==> config.mk <==
export PLATFORM = sky130hd
export DESIGN_NAME = gen_fifo_sync_ctl_flat
export DESIGN_NICKNAME = d
export VERILOG_FILES = /design/src/rtl/gen_fifo_sync_ctl_pkg.sv /design/src/rtl/gen_fifo_sync_ctl_if.sv /design/src/rtl/gen_fifo_ptr.sv /design/src/rtl/gen_fifo_sync_ctl.sv /design/src/flat_wrapper.sv
export SDC_FILE = /design/constraint.sdc
export NUM_CORES = 1
export LEC_CHECK = 0
export BUFFER_PORTS_ARGS = -buffer_cell sky130_fd_sc_hd__buf_2
export CORE_ASPECT_RATIO = 1.2
export CORE_UTILIZATION = 45
export DETAILED_ROUTE_END_ITERATION = 10
export PLACE_DENSITY = 0.78
export SLEW_MARGIN = 20
export SYNTH_ARGS = -nofsm -noshare
export SYNTH_HDL_FRONTEND = slang
export SYNTH_SLANG_ARGS = --single-unit
==> constraint.sdc <==
create_clock -name clk -period 3.1 [get_ports clk]
set_input_delay 0.62 -clock clk [delete_from_list [all_inputs] [get_ports clk]]
set_output_delay 0.62 -clock clk [all_outputs]
set_load 0.01 [all_outputs]
==> src/rtl/gen_fifo_sync_ctl_pkg.sv <==
// Shared types and helpers for the synchronous FIFO controller family.
package gen_fifo_pkg;

  localparam int GEN_FIFO_PTR_WIDTH_DFLT = 4;
  // Pointers are PTR_WIDTH+1 bits; the extra MSB flips once per lap of the RAM.
  localparam int GEN_FIFO_PTR_WRAP_BIT   = GEN_FIFO_PTR_WIDTH_DFLT;

  typedef struct packed {
    logic full;
    logic empty;
    logic afull;
    logic aempty;
  } fifo_flags_t;

  localparam fifo_flags_t GEN_FIFO_FLAGS_RST = '{full: 1'b0, empty: 1'b1, afull: 1'b0, aempty: 1'b1};

  function automatic int fifo_depth(input int ptr_width);
    return 2 ** ptr_width;
  endfunction

  function automatic logic [31:0] ptr_inc(input logic [31:0] ptr);
    return ptr + 32'd1;
  endfunction

endpackage

==> src/rtl/gen_fifo_sync_ctl_if.sv <==
// Handshake/status bundle between a FIFO user (master) and gen_fifo_sync_ctl (slave).
interface gen_fifo_sync_ctl_if #(
  parameter int PTR_WIDTH = 4
);
  logic                 clr;
  logic                 push;
  logic                 pop;
  logic [PTR_WIDTH:0]   af_level;
  logic [PTR_WIDTH:0]   ae_level;
  logic [PTR_WIDTH:0]   fifo_count;
  logic                 fifo_full;
  logic                 fifo_empty;
  logic                 fifo_afull;
  logic                 fifo_aempty;
  logic                 ram_write_strobe;
  logic [PTR_WIDTH-1:0] ram_write_addr;
  logic                 ram_read_strobe;
  logic [PTR_WIDTH-1:0] ram_read_addr;
  logic                 fifo_ovf;
  logic                 fifo_udf;

  modport master (
    output clr, push, pop, af_level, ae_level,
    input  fifo_count, fifo_full, fifo_empty, fifo_afull, fifo_aempty,
           ram_write_strobe, ram_write_addr, ram_read_strobe, ram_read_addr,
           fifo_ovf, fifo_udf
  );

  modport slave (
    input  clr, push, pop, af_level, ae_level,
    output fifo_count, fifo_full, fifo_empty, fifo_afull, fifo_aempty,
           ram_write_strobe, ram_write_addr, ram_read_strobe, ram_read_addr,
           fifo_ovf, fifo_udf
  );
endinterface

==> src/rtl/gen_fifo_ptr.sv <==
// PTR_WIDTH+1 bit FIFO pointer with wrap bit: increments on en_i, zeroes on clr_i.
module gen_fifo_ptr
  import gen_fifo_pkg::*;
#(
  parameter int PTR_WIDTH = 4
) (
  input  logic               clk,
  input  logic               rst_n,
  input  logic               en_i,
  input  logic               clr_i,
  output logic [PTR_WIDTH:0] ptr_o,
  output logic [PTR_WIDTH:0] ptr_next_o
);

  logic [PTR_WIDTH:0] ptr_q;
  logic [PTR_WIDTH:0] ptr_d;

  always_comb begin
    ptr_d = ptr_q;
    if (clr_i) begin
      ptr_d = '0;
    end else if (en_i) begin
      ptr_d = (PTR_WIDTH + 1)'(ptr_inc(32'(ptr_q)));
    end
  end

  // NOTE: state registers use non-blocking assignments so every flop samples
  // pre-edge values regardless of block evaluation order.
  always_ff @(posedge clk or negedge rst_n) begin
    if (!rst_n) begin
      ptr_q <= '0;
    end else begin
      ptr_q <= ptr_d;
    end
  end

  assign ptr_o      = ptr_q;
  assign ptr_next_o = ptr_d;

endmodule

==> src/rtl/gen_fifo_sync_ctl.sv <==
// Single-clock FIFO controller for an external dual-port RAM with exact count and
// registered flags. Define GEN_FIFO_SYNC_ERR_EN to build sticky overflow/underflow flags.
module gen_fifo_sync_ctl
  import gen_fifo_pkg::*;
#(
  parameter int PTR_WIDTH      = 4,
  parameter int RESET_AF_LEVEL = 2 ** PTR_WIDTH - 1
) (
  input  logic                  clk,
  input  logic                  rst_n,
  gen_fifo_sync_ctl_if.slave    bus
);

  localparam logic [PTR_WIDTH:0] DEPTH = (PTR_WIDTH + 1)'(fifo_depth(PTR_WIDTH));

  if (PTR_WIDTH < 1 || RESET_AF_LEVEL < 0 || RESET_AF_LEVEL > 2 ** PTR_WIDTH) begin : g_bad_cfg
    $error("gen_fifo_sync_ctl: illegal PTR_WIDTH/RESET_AF_LEVEL");
  end

  logic                 push_ok;
  logic                 pop_ok;
  logic [PTR_WIDTH:0]   wr_ptr, wr_ptr_next;
  logic [PTR_WIDTH:0]   rd_ptr, rd_ptr_next;
  logic [PTR_WIDTH+1:0] count_sum;
  logic [PTR_WIDTH:0]   count_q, count_d;
  fifo_flags_t          flags_q, flags_d;

  // A push into a full FIFO is safe when a pop frees a slot in the same cycle.
  assign push_ok = bus.push & (~flags_q.full | bus.pop);
  assign pop_ok  = bus.pop & ~flags_q.empty;

  gen_fifo_ptr #(.PTR_WIDTH(PTR_WIDTH)) u_wr_ptr (
    .clk        (clk),
    .rst_n      (rst_n),
    .en_i       (push_ok),
    .clr_i      (bus.clr),
    .ptr_o      (wr_ptr),
    .ptr_next_o (wr_ptr_next)
  );

  gen_fifo_ptr #(.PTR_WIDTH(PTR_WIDTH)) u_rd_ptr (
    .clk        (clk),
    .rst_n      (rst_n),
    .en_i       (pop_ok),
    .clr_i      (bus.clr),
    .ptr_o      (rd_ptr),
    .ptr_next_o (rd_ptr_next)
  );

  assign count_sum = {1'b0, count_q} + (PTR_WIDTH + 2)'(push_ok) - (PTR_WIDTH + 2)'(pop_ok);

  // NOTE: every output of this block gets a value on every path, so no latch is inferred.
  always_comb begin
    count_d        = count_sum[PTR_WIDTH:0];
    flags_d.full   = (count_d == DEPTH);
    flags_d.empty  = (count_d == '0);
    flags_d.afull  = (count_d >= bus.af_level);
    flags_d.aempty = (count_d <= bus.ae_level);
    if (bus.clr) begin
      count_d = '0;
      flags_d = GEN_FIFO_FLAGS_RST;
    end
  end

  always_ff @(posedge clk or negedge rst_n) begin
    if (!rst_n) begin
      count_q <= '0;
      flags_q <= GEN_FIFO_FLAGS_RST;
    end else begin
      count_q <= count_d;
      flags_q <= flags_d;
    end
  end

  // Occupancy must always equal the pointer distance, including across flushes.
  assert property (@(posedge clk) disable iff (!rst_n) count_d == (wr_ptr_next - rd_ptr_next));

`ifdef GEN_FIFO_SYNC_ERR_EN
  logic ovf_q, udf_q;

  always_ff @(posedge clk or negedge rst_n) begin
    if (!rst_n) begin
      ovf_q <= 1'b0;
      udf_q <= 1'b0;
    end else if (bus.clr) begin
      ovf_q <= 1'b0;
      udf_q <= 1'b0;
    end else begin
      if (bus.push & ~push_ok) ovf_q <= 1'b1;
      if (bus.pop & ~pop_ok)   udf_q <= 1'b1;
    end
  end

  assign bus.fifo_ovf = ovf_q;
  assign bus.fifo_udf = udf_q;
`else
  assign bus.fifo_ovf = 1'b0;
  assign bus.fifo_udf = 1'b0;
`endif

  assign bus.fifo_count       = count_q;
  assign bus.fifo_full        = flags_q.full;
  assign bus.fifo_empty       = flags_q.empty;
  assign bus.fifo_afull       = flags_q.afull;
  assign bus.fifo_aempty      = flags_q.aempty;
  assign bus.ram_write_strobe = push_ok;
  assign bus.ram_write_addr   = wr_ptr[PTR_WIDTH-1:0];
  assign bus.ram_read_strobe  = pop_ok;
  assign bus.ram_read_addr    = rd_ptr[PTR_WIDTH-1:0];

endmodule

==> src/flat_wrapper.sv <==
// flat-port wrapper written by rule: the top's interface ports become plain ports
module gen_fifo_sync_ctl_flat import gen_fifo_pkg::*;
#(
  parameter int PTR_WIDTH      = 4,
  parameter int RESET_AF_LEVEL = 2 ** PTR_WIDTH - 1
)
  (clk, rst_n, bus_clr, bus_push, bus_pop, bus_af_level, bus_ae_level, bus_fifo_count, bus_fifo_full, bus_fifo_empty, bus_fifo_afull, bus_fifo_aempty, bus_ram_write_strobe, bus_ram_write_addr, bus_ram_read_strobe, bus_ram_read_addr, bus_fifo_ovf, bus_fifo_udf);
  gen_fifo_sync_ctl_if #(.PTR_WIDTH(PTR_WIDTH)) bus_i ();
  input  logic clk;
  input  logic rst_n;
  input wire logic [$bits(bus_i.clr)-1:0] bus_clr;
  input wire logic [$bits(bus_i.push)-1:0] bus_push;
  input wire logic [$bits(bus_i.pop)-1:0] bus_pop;
  input wire logic [$bits(bus_i.af_level)-1:0] bus_af_level;
  input wire logic [$bits(bus_i.ae_level)-1:0] bus_ae_level;
  output wire logic [$bits(bus_i.fifo_count)-1:0] bus_fifo_count;
  output wire logic [$bits(bus_i.fifo_full)-1:0] bus_fifo_full;
  output wire logic [$bits(bus_i.fifo_empty)-1:0] bus_fifo_empty;
  output wire logic [$bits(bus_i.fifo_afull)-1:0] bus_fifo_afull;
  output wire logic [$bits(bus_i.fifo_aempty)-1:0] bus_fifo_aempty;
  output wire logic [$bits(bus_i.ram_write_strobe)-1:0] bus_ram_write_strobe;
  output wire logic [$bits(bus_i.ram_write_addr)-1:0] bus_ram_write_addr;
  output wire logic [$bits(bus_i.ram_read_strobe)-1:0] bus_ram_read_strobe;
  output wire logic [$bits(bus_i.ram_read_addr)-1:0] bus_ram_read_addr;
  output wire logic [$bits(bus_i.fifo_ovf)-1:0] bus_fifo_ovf;
  output wire logic [$bits(bus_i.fifo_udf)-1:0] bus_fifo_udf;
  assign bus_i.clr = bus_clr;
  assign bus_i.push = bus_push;
  assign bus_i.pop = bus_pop;
  assign bus_i.af_level = bus_af_level;
  assign bus_i.ae_level = bus_ae_level;
  assign bus_fifo_count = bus_i.fifo_count;
  assign bus_fifo_full = bus_i.fifo_full;
  assign bus_fifo_empty = bus_i.fifo_empty;
  assign bus_fifo_afull = bus_i.fifo_afull;
  assign bus_fifo_aempty = bus_i.fifo_aempty;
  assign bus_ram_write_strobe = bus_i.ram_write_strobe;
  assign bus_ram_write_addr = bus_i.ram_write_addr;
  assign bus_ram_read_strobe = bus_i.ram_read_strobe;
  assign bus_ram_read_addr = bus_i.ram_read_addr;
  assign bus_fifo_ovf = bus_i.fifo_ovf;
  assign bus_fifo_udf = bus_i.fifo_udf;
  gen_fifo_sync_ctl #(.PTR_WIDTH(PTR_WIDTH), .RESET_AF_LEVEL(RESET_AF_LEVEL)) u_core (.clk(clk), .rst_n(rst_n), .bus(bus_i));
endmodule
==> flow_metrics.tcl <==
set metrics [dict create \
    status "completed" \
    synthFlopType "dfrtp_1" \
    p_int_w 0.000786 \
    reg2reg_slack_ps 220 \
    wl_per_cell_um 12.4 \
    grt_use_met1_pct 19.0 \
    gp_congestion 0.840 \
    async_reset_ff_share_pct 100 \
    fmax_ghz 0.348 \
    synth.area.top_cells "dfrtp_1 33%, ha_1 19%, inv_1 6.2%" \
    path_class "register to register" \
    regToRegEndpoint "u_core.bus.fifo_afull$_DFF_PN0_" \
    row_count 19 \
    post-route-period-util_pct 92.8 \
    drc_errors 0 \
    worst_ep_arrival_time_ps 3060 \
    cts.clk_slew.worst_paths_ps 100 \
    hold_class "input port to async pin" \
    grt_max_degree 19 \
    endpoint "u_core.bus.fifo_afull$_DFF_PN0_" \
    regArea_sq_um 428 \
    drv_slew 0 \
    initial_core_util_pct 48.5 \
    setup_viol 0 \
    finalHoldViolCount 0 \
    start_kind "register" \
    worst_r2r_path_depth 13 \
    critPathBufInv 2 \
    place_hpwl_um 1860 \
    crit_top_cell "ha_1" \
    p_clk_share_pct 8.7 \
    die_height_um 57.2 \
    antenna_found_initial 0 \
    required_ps 3280 \
    cts_tree "done" \
    skew_ps 5.37 \
    fill_cells 216 \
    cts_buffers 3 \
    root_buffer "clkbuf_4" \
    synth_top_area_cell "dfrtp_1" \
    ir_drop_uv 711 \
    synth_edf_count 0 \
    multi_input_area_sq_um 622 \
    grt.total_usage_pct 19.0 \
    ys_ff_latch 17 \
    gr-max-usage-layer "met2" \
    area_growth_pct 20.9 \
    postCtsHoldBufs 0 \
    synth_commonest_cells "19 x inv_1, 17 x ha_1, 15 x dfrtp_1, 14 x nor2_1" \
    io_pins 36 \
    grt_first_pass_wirelength_um 3710 \
    htreeDepth 1 \
    dieArea_sq_um 2750 \
    yosysUniqueCellTypes 29 \
    ys_seq_area_share_pct 37.5 \
    antenna_left 0 \
    slowest_delay_ps 550 \
    insertion_delay_ps 300 \
    switching_share_pct 44.7 \
    synth_top_cell_area_share_pct 32.9 \
    setup_ws_ps 224 \
    synth_most_common_cell "inv_1" \
    period_minus_slack_ps 2880 \
    firstDrtPassIters 4 \
    cts.sinks 17 \
    cp.depth 13 \
    p_seq_share_pct 22.4 \
    grt_util_met2_pct 35.3 \
    path_max_fanout 2 \
    reg2reg_from "u_core.bus.fifo_empty$_DFF_PN1_" \
    syn-instance-count 117 \
    finish.net_count 188 \
    grt_pass1_vias 947 \
    dp_slack_ps -34.8 \
    crit_path_end_kind "register" \
    drive_gt1_share_pct 31.8 \
    port-buffer-count 33 \
    synth_warnings 0 \
    switchingPower_w 0.000637 \
    antenna_cells 0 \
    comb_power_share_pct 68.9 \
    finalSetupTns_ps 0 \
    critPathLaunch "u_core.bus.fifo_empty$_DFF_PN1_" \
    rsz0062_at_grt "false" \
    routed_wl_um 2300 \
    path_cells "nor2b_1 -> ha_1 -> inv_1 -> ha_1 -> fa_2 -> a21o_1 -> a21oi_2 -> xnor2_2 -> inv_1 -> ha_1 -> nor2b_1 -> a21oi_1 -> o21ai_0" \
    syn_area_per_cell_sq_um 9.76 \
    grt.overflow.total 0 \
    p_leak_nw 0.799 \
    core_sq_um 2350 \
    met3_usage_pct 2.22 \
    cts_setup_buffers 0 \
    p_total_w 0.00142 \
    syn-cell-area_sq_um 1140 \
    die_w_um 48.0 \
    ctsResizeCount 0 \
    holdWs_ps 226 \
    via_count 909 \
    crit_slowest_cell "dfstp_2" \
    power_density_nw_per_um2 1030 \
    viasPerCell 4.91 \
    cp_top_family "adder cells" \
    drt-initial-drc-count 11 \
    maxCapViolCount 0 \
    clk_path_buf_depth 2 \
]
[state kept, by name, summed over array words and instances (netlist names)]
name,flops
u_core.bus.fifo_afull,1
u_core.bus.fifo_aempty,1
u_core.u_rd_ptr.ptr_o,4
u_core.bus.fifo_empty,1
u_core.u_wr_ptr.ptr_o,4
u_core.bus.fifo_count,5
u_core.bus.fifo_full,1
[worst reg2reg max path: stages (launching register included)]
cell and delay [ps]:
dfstp_2 550, nor2b_1 60, ha_1 270, inv_1 40
ha_1 210, fa_2 380, a21o_1 200, a21oi_2 180
xnor2_2 140, inv_1 80, ha_1 270, nor2b_1 150
a21oi_1 150, o21ai_0 100
[stage by stage]
stage	area (sq um)	util (%)	instances
after floorplan	1150	-	118
after global placement	1360	57.6	181
after detailed placement	1360	57.6	181
after CTS	1380	58.7	185
after global routing	1380	58.7	185
final	1380	58.7	185
[area by class of cell]
cell class / count / share of cell area [%]
multi-input combinational: 77 / 45.0
sequential: 17 / 31.0
timing repair buffer: 37 / 14.1
inverter: 19 / 5.16
tap: 31 / 2.81
clock buffer: 4 / 1.90
[layout by cell type (no fill, tap or decap), drive strengths merged]
master	synthesis	final
o21ai	3	3
nand2b	2	2
a41o	1	1
xor2	7	7
a31oi	1	1
buf	3	37
conb	1	2
nor4	1	1
a21o	4	4
and3	2	2
o21a	1	1
dfrtp	15	15
inv	19	19
mux2i	2	2
nand3	2	2
ha	17	17
nand2	4	4
clkbuf	2	4
dfstp	2	2
nor2b	5	5
a21oi	4	4
nand4	1	1
nor2	14	14
xnor2	3	3
fa	1	1
[per-layer routing]
| layer | share of wire, % | up-vias |
|---|---|---|
| li1 | - | 443 |
| met1 | 39 | 421 |
| met2 | 53 | 36 |
| met3 | 4.4 | 9 |
| met4 | 2.9 | 0 |
| met5 | 0 | - |
[how the worst min path moves through the flow]
stage	to	cells after the start
floorplan	u_core.bus.fifo_afull$_DFF_PN0_	0
global placement	u_core.u_wr_ptr.ptr_o[3]$_DFFE_PN0P_	2
detailed placement	u_core.u_rd_ptr.ptr_o[3]$_DFFE_PN0P_	2
CTS	u_core.u_wr_ptr.ptr_o[2]$_DFFE_PN0P_	1
global route	u_core.u_wr_ptr.ptr_o[3]$_DFFE_PN0P_	1
finish	u_core.u_wr_ptr.ptr_o[2]$_DFFE_PN0P_	1
[cells by family (layout without fill, tap and decap cells)]
kind of cell	after synthesis	after routing	synth area share (%)
AO/OA/AOI/OAI	14	14	8.43
XOR/XNOR	10	10	9.64
adder cells (fa/ha/maj)	18	18	20.4
buffers and inverters	24	60	8.65
flip-flops	17	17	37.5
multiplexers	2	2	1.75
other	1	2	0.328
AND/OR/NAND/NOR	31	31	13.4
[power by group through the flow]
stage               sequential (W)  clock, W  combinational, W
CTS                       0.000320  0.000125          0.000995
finish                    0.000319  0.000124          0.000980
detailed placement        0.000325         0          0.000986
floorplan                 0.000347         0          0.000657
global route              0.000326  0.000136           0.00111
global placement          0.000323         0          0.000925
No activity file was read; power rests on OpenSTA's default activity.
